## src/rtl/basic_computer_pkg.sv

```systemverilog
// Shared control-unit constants: default timing-state count and SC update priority encoding.
package basic_computer_pkg;

   localparam int T_NUM_DEFAULT = 16;

   localparam logic [1:0] SC_OP_CLR  = 2'd0;
   localparam logic [1:0] SC_OP_LD   = 2'd1;
   localparam logic [1:0] SC_OP_INR  = 2'd2;
   localparam logic [1:0] SC_OP_HOLD = 2'd3;

   // An illegal load resolves to HOLD so it can never fall through to the increment.
   function automatic logic [1:0] sc_op_sel(input logic clr, input logic ld, input logic ld_ok,
                                            input logic inr, input logic halt);
      if (clr)
         return SC_OP_CLR;
      if (ld)
         return ld_ok ? SC_OP_LD : SC_OP_HOLD;
      if (inr && !halt)
         return SC_OP_INR;
      return SC_OP_HOLD;
   endfunction

endpackage

```

## src/rtl/onehot_decoder.sv

```systemverilog
// Combinational binary-to-one-hot decoder; inputs at or above OUT_N give all zeros.
module onehot_decoder #(
   parameter int IN_W  = 4,
   parameter int OUT_N = 16
) (
   input  logic [IN_W-1:0]  in_dat,
   output logic [OUT_N-1:0] out_dat
);

   always_comb begin
      out_dat = '0;
      for (int i = 0; i < OUT_N; i++) begin
         out_dat[i] = (32'(in_dat) == 32'(i));
      end
   end

endmodule

```

## src/rtl/timing_sequencer.sv

```systemverilog
// Sequence counter with one-hot timing decode; clear > load > increment priority, halt freezes increment only.
module timing_sequencer
   import basic_computer_pkg::*;
#(
   parameter int  NUM_T = T_NUM_DEFAULT,
   localparam int SC_W  = $clog2(NUM_T)
) (
   input  logic             clk,
   input  logic             rst_n,
   input  logic             sc_clr,
   input  logic             sc_ld,
   input  logic [SC_W-1:0]  sc_ld_val,
   input  logic             sc_inr,
   input  logic             halt,
   output logic [SC_W-1:0]  sc,
   output logic [NUM_T-1:0] t,
   output logic             t_last,
   output logic             t_wrap,
   output logic             ld_err
);

   localparam logic [SC_W-1:0] SC_LAST = SC_W'(NUM_T - 1);

   logic [SC_W-1:0] sc_q, sc_d;
   logic            t_wrap_q, t_wrap_d;
   logic            ld_err_q, ld_err_d;
   logic [1:0]      sc_op;
   logic            ld_ok;
   logic            at_last;

   assign at_last = (sc_q == SC_LAST);
   assign ld_ok   = (32'(sc_ld_val) < 32'(NUM_T));

   always_comb begin
      sc_op    = sc_op_sel(sc_clr, sc_ld, ld_ok, sc_inr, halt);
      sc_d     = sc_q;
      t_wrap_d = 1'b0;
      ld_err_d = ld_err_q;
      case (sc_op)
         SC_OP_CLR: sc_d = '0;
         SC_OP_LD:  sc_d = sc_ld_val;
         SC_OP_INR: begin
            // Explicit wrap so non-power-of-two NUM_T never reaches an unused code.
            sc_d     = at_last ? '0 : sc_q + SC_W'(1);
            t_wrap_d = at_last;
         end
         default: begin
            if (sc_ld && !sc_clr)
               ld_err_d = 1'b1;
         end
      endcase
   end

   always_ff @(posedge clk or negedge rst_n) begin
      if (!rst_n) begin
         sc_q     <= '0;
         t_wrap_q <= 1'b0;
         ld_err_q <= 1'b0;
      end else begin
         sc_q     <= sc_d;
         t_wrap_q <= t_wrap_d;
         ld_err_q <= ld_err_d;
      end
   end

   onehot_decoder #(
      .IN_W  (SC_W),
      .OUT_N (NUM_T)
   ) u_t_dec (
      .in_dat  (sc_q),
      .out_dat (t)
   );

   assign sc     = sc_q;
   assign t_last = at_last;
   assign t_wrap = t_wrap_q;
   assign ld_err = ld_err_q;

endmodule

```

## config.mk

```make
export PLATFORM = sky130hd
export DESIGN_NAME = timing_sequencer
export DESIGN_NICKNAME = d
export VERILOG_FILES = /design/src/rtl/basic_computer_pkg.sv /design/src/rtl/onehot_decoder.sv /design/src/rtl/timing_sequencer.sv
export SDC_FILE = /design/constraint.sdc
export NUM_CORES = 1
export LEC_CHECK = 0
export BUFFER_PORTS_ARGS = -buffer_cell sky130_fd_sc_hd__buf_2
export CAP_MARGIN = 15
export CORE_ASPECT_RATIO = 1.2
export CORE_UTILIZATION = 30
export CTS_BUF_LIST = sky130_fd_sc_hd__clkbuf_8
export DETAILED_ROUTE_END_ITERATION = 6
export PLACE_DENSITY = 0.63
export SETUP_SLACK_MARGIN = 0.15
export SLEW_MARGIN = 20
export SYNTH_ARGS = -nofsm -noshare
export SYNTH_HDL_FRONTEND = slang
export SYNTH_SLANG_ARGS = --single-unit
```

## constraint.sdc

```tcl
create_clock -name clk -period 1.4 [get_ports clk]
set_input_delay 0.07 -clock clk [delete_from_list [all_inputs] [get_ports clk]]
set_output_delay 0.07 -clock clk [all_outputs]
set_load 0.005 [all_outputs]
```

* Yosys cells after proc, flatten, opt, wreduce, memory -nomap -nowiden
Index checks and enable logic that the tools add are counted.
Word-level totals: register bits after elaboration 6, bits of input ports 10
Cells by class: $add $sub $neg 1, eq/ne operators 17, mux-type cells 15, bitwise gates (word level) 1, reduce and logical (&&, ||, !) cells 9
Operators with widths (number):
- equality test 4 bit, second input constant | 8
- equality test 4 x 3 -> 1 bit, second input constant | 4
- 2-to-1 mux 2 bit | 6
- one-hot mux 4 bit (3 select lines) | 1
- equality test 4 x 2 -> 1 bit, second input constant | 2
- 2-to-1 mux 1 bit | 7
- adder 4 x 1 -> 4 bit, second input constant | 1
- equality test 4 x 1 -> 1 bit, second input constant | 1
- zero test 4 bit | 1
- 2-to-1 mux 4 bit | 1
- nonzero test 3 bit | 1
- OR reduction 3 bit | 1
- equality test 2 x 1 -> 1 bit, second input constant | 1
- equality test 2 bit, second input constant | 1
- logical AND 1 bit | 2
- zero test 1 bit | 2
- zero test 2 bit | 1
- AND reduction 2 bit | 1
- inverter 1 bit | 1

* Longest topological paths before layout
depth after elaboration 12, mapped depth 4, mapped depth without buffers 4

* Hierarchy
Synthesis repeated with hierarchy kept, for this count alone.
Unflattened totals: cells, all modules 49, area, all modules 541.8 sq um
By module, submodules not included:
- timing_sequencer | times used 1, cells each 29, area each 315.3 sq um, sequential area each 150.1 sq um
- onehot_decoder | times used 1, cells each 20, area each 226.5 sq um, sequential area each 0.0 sq um

* Worst setup path after synthesis
OpenSTA, ideal clock, no wires.
path kind flip-flop to flip-flop, from register sc_q[0] (netlist: sc[0]), to register sc_q[0] (netlist: sc[0]), library setup time 94 ps, data arrival time 1397 ps, slack -91 ps, cell stages (with the launch flop) 5, path buffers 0, cell sequence dfrtp_1 -> ha_1 -> and3_4 -> or3_1 -> a221oi_2
Between the ends: word-level cells in the longest chain between the ends 3
Ends and longest elaborated chain:
- from (decl) | RTL line timing_sequencer.sv:24 | logic [SC_W-1:0] sc_q, sc_d;
- from (signal assigned) | RTL line timing_sequencer.sv:56 | sc_q <= '0;
- from (signal assigned) | RTL line timing_sequencer.sv:60 | sc_q <= sc_d;
- equality test 4 bit | RTL line timing_sequencer.sv:31 | assign at_last = (sc_q == SC_LAST);
- net t_last | RTL line timing_sequencer.sv:17 | output logic t_last,
- 2-to-1 mux 4 bit | RTL line timing_sequencer.sv:44 | sc_d = at_last ? '0 : sc_q + SC_W'(1);
- one-hot mux 4 bit (3 select lines) | RTL line timing_sequencer.sv:39 | case (sc_op)
The timed path passes the listed nets, and every way through them passes these cells. A chain may end at the register's enable or synchronous reset.

* Worst setup path after layout
from register sc_q[0] (netlist: sc[0]), to register sc_q[0] (netlist: sc[0])
Between the ends: word-level cells in the longest chain between the ends 3
Ends and longest elaborated chain (RTL line):
- adder 4 x 1 -> 4 bit or equality test 4 bit (tied branches) | timing_sequencer.sv:44, timing_sequencer.sv:31
- 2-to-1 mux 4 bit (*) | timing_sequencer.sv:44
- one-hot mux 4 bit (3 select lines) (*) | timing_sequencer.sv:39
Every way passes the cells marked *; elsewhere a longest branch is shown, timed or not.

==> summary.txt <==
Status: finished with violations
Failing checks: setup timing
DP Worst Slack: 11.4 ps
Critical path arrival: 1550 ps
Crit path max-delay family: simple AND/OR/NAND/NOR gates
Crit Path Max Fanout: 2
RSZ-0062 raised after global routing: yes
CTS tree: built
Power Density: 738 nW/um^2
ANT nets after route: 0
Die X: 39.5 um
Clock skew: 7.94 ps
Final GP Congestion: 0.715
Maximum capacitance violations: 0
Cell Chain, Critical Path: ha_4, and3_4, or3_4, a221oi_2
Fmax: 704 MHz
Mean post-synth cell area: 8.45 sq um
Vias per Instance: 4.94
Row count: 15
Later-pin clock latency in the skew report: 230 ps
Crit path largest cell delay: 420 ps
Top FF cell, synth: dfrtp_1
CTS Sinks: 6
Vias in the first global route: 460
Fraction of layout cells with a size suffix above 1: 61.0%
Post-DP Area: 726 sq um
Yosys reg bits: 6
Biggest area consumer among synthesized cells: dfrtp_1
Routed WL: 1.40 mm
Worst setup EP type: flip-flop
Final number of setup-violating endpoints: 1
Die ar.: 1860 sq um
Max VDD drop: 0.600 mV
Slew @ Worst Pin: 286 ps
Die H: 47.0 um
Sw frac: 29.0%
Element type at the critical path start: flip-flop
CTS H-Tree Depth: 1
Post-layout min period: 1420 ps
Total Routing Usage GR: 16.4%
FF-to-FF setup slack: -20 ps
Worst path buffer plus inverter count: 0
Share of the synthesized area in the top cell type: 29.6%
Flop pwr share: 29.2%
Syn Inst Count: 60
Area growth syn-to-layout: 77.0%
YS warnings: 0
Cell-internal power: 0.470 mW
Sequential share of the synthesized area: 29.6%
Hold_ws: 96.2 ps
Async SR Flop Fraction: 100%
Root Driver: clkbuf_8
PortBufs: 32
Syn_nets: 74
Final hold viol count: 0
Overflow after GRT: 0
Top cells by area, synth: dfrtp_1 (30%), and2_1 (11%), ha_1 (9.9%), and3_1 (3.7%), inv_1 (3.7%)
Critical path type: reg2reg
Combinational Power Share: 29.6%
I/O pin count: 33
Fin worst setup slack: -20.4 ps
Number of flops mapped to enable cells by yosys: 0
Largest net degree at the start of global routing: 14
Final period util: 101%
CTS buffer count: 3
Relative slew slack: 80.9%
1st-pass router iterations: 4
Initial Util: 33.8%
Psw: 0.192 mW
Routed vias: 578
Starting DRC count in detailed routing: 14
Clock Path Buffers: 2
Detailed placement HPWL: 1.05 mm
Core Box Area: 1500 sq um
Netlist area before placement: 507 sq um
Max Slew Vio Count: 0
Final Cell Area: 897 sq um
Wire per inst: 12.0 um
Initial antenna violation count: 0
Leakage: 0.474 nW
Hold Crit Class: in2reg
First-pass GRT wire length: 1.99 mm
Critical-path top delay cell: dfrtp_2
Nets: 115
Antenna diode count: 0
Clock share of power: 41.3%
WP data required: 1530 ps
Synth unique cells: 27
Clk slew on worst S/H paths: 40 ps
Number of remaining DRC errors: 0
==> final timing paths <==
kind / from / end / depth (start not counted)
max in group asynchronous: rst_n / sc[1] / 2
max reg2reg: sc[0] / sc[0] / 4
min in group asynchronous: rst_n / sc[3] / 2
max: sc[0] / sc[0] / 4
min: sc_ld_val[0] / sc[0] / 3
min reg2reg: ld_err / ld_err / 0
==> synth_stat cells (2+ instances only) <==
cell,count
dfrtp_1,6
nor2b_1,2
inv_1,5
and3_1,3
nand4_1,2
clkbuf_1,4
nand2b_1,2
ha_1,4
and2_1,9
a211oi_1,2
nor2_1,5
==> layout by cell type (no fill, tap or decap), types with 3 or more instances in the layout <==
cell type / synthesis / final
inv_1: 5 / 4
clkbuf_8: 0 / 3
dfrtp_1: 6 / 4
and3_1: 3 / 3
buf_6: 0 / 6
buf_2: 0 / 30
ha_4: 0 / 4
nor2_1: 5 / 4
buf_4: 1 / 4
and2_1: 9 / 9
==> power by group through the flow <==
stage	registers (mW)	clock network [mW]	logic, mW
finish	0.193	0.273	0.196
global route	0.194	0.285	0.217
CTS	0.193	0.272	0.184
detailed placement	0.195	0	0.161
global placement	0.194	0	0.155
floorplan	0.201	0	0.0766
==> metal layers <==
layer / up-vias / track usage (%) / part of all wire [%]
li1: 281 / - / -
met1: 267 / 19.2 / 41
met2: 25 / 26.2 / 50
met3: 5 / 1.42 / 4.6
met4: 0 / 14.5 / 3.6
met5: - / 0 / 0
==> worst register-to-register path, delay by kind of cell (launching register included) <==
family / cells / cell delay [ps]
DFF: 1 / 420
adders and majority gates: 1 / 160
and+or+nand+nor: 2 / 500
AOI/OAI and AO/OA: 1 / 230
==> sequential cells by signal, indices dropped and copies added (netlist names) <==
| name | cells |
|---|---|
| sc | 4 |
| t_wrap | 1 |
| ld_err | 1 |
==> through the flow <==
step	utilization (%)	power [mW]	TNS [ps]	std cells
3_3_place_gp	48.3	0.349	0	110
6_report	59.8	0.662	-20.4	117
3_5_place_dp	48.3	0.355	0	110
4_1_cts	56.8	0.649	-2.49	116
5_1_grt	59.8	0.696	-89.2	117
2_1_floorplan	-	0.278	-11.5	60
==> cell type report <==
cell class	instances	area, sq um
inverter	5	23.8
clock buffer	3	41.3
timing repair buffer	41	258
multi-input combinational	44	397
fill	138	604
sequential	6	153
clock inverter	1	3.75
tap	17	21.3
==> cells by family (layout without fill, tap and decap cells) <==
logic type      count (synthesis)  count (layout)  share of synthesized area [%]
buf+inv                        10              50                           8.15
compound gates                  6               6                           10.1
simple gates                   32              32                           38.5
flops                           6               6                           29.6
xor+xnor                        1               1                           1.73
mux                             1               1                           1.98
fa+ha+maj                       4               4                           9.88
==> timing repair <==
action,in CTS,in global routing
endpoints found under the setup margin,19,21
hold buffers,1,0
resized for setup,15,9
hold endpoints to repair,6,0
pin swaps,1,4
buffers inserted,1,1
Note: power is estimated with default switching activity, not from simulation.
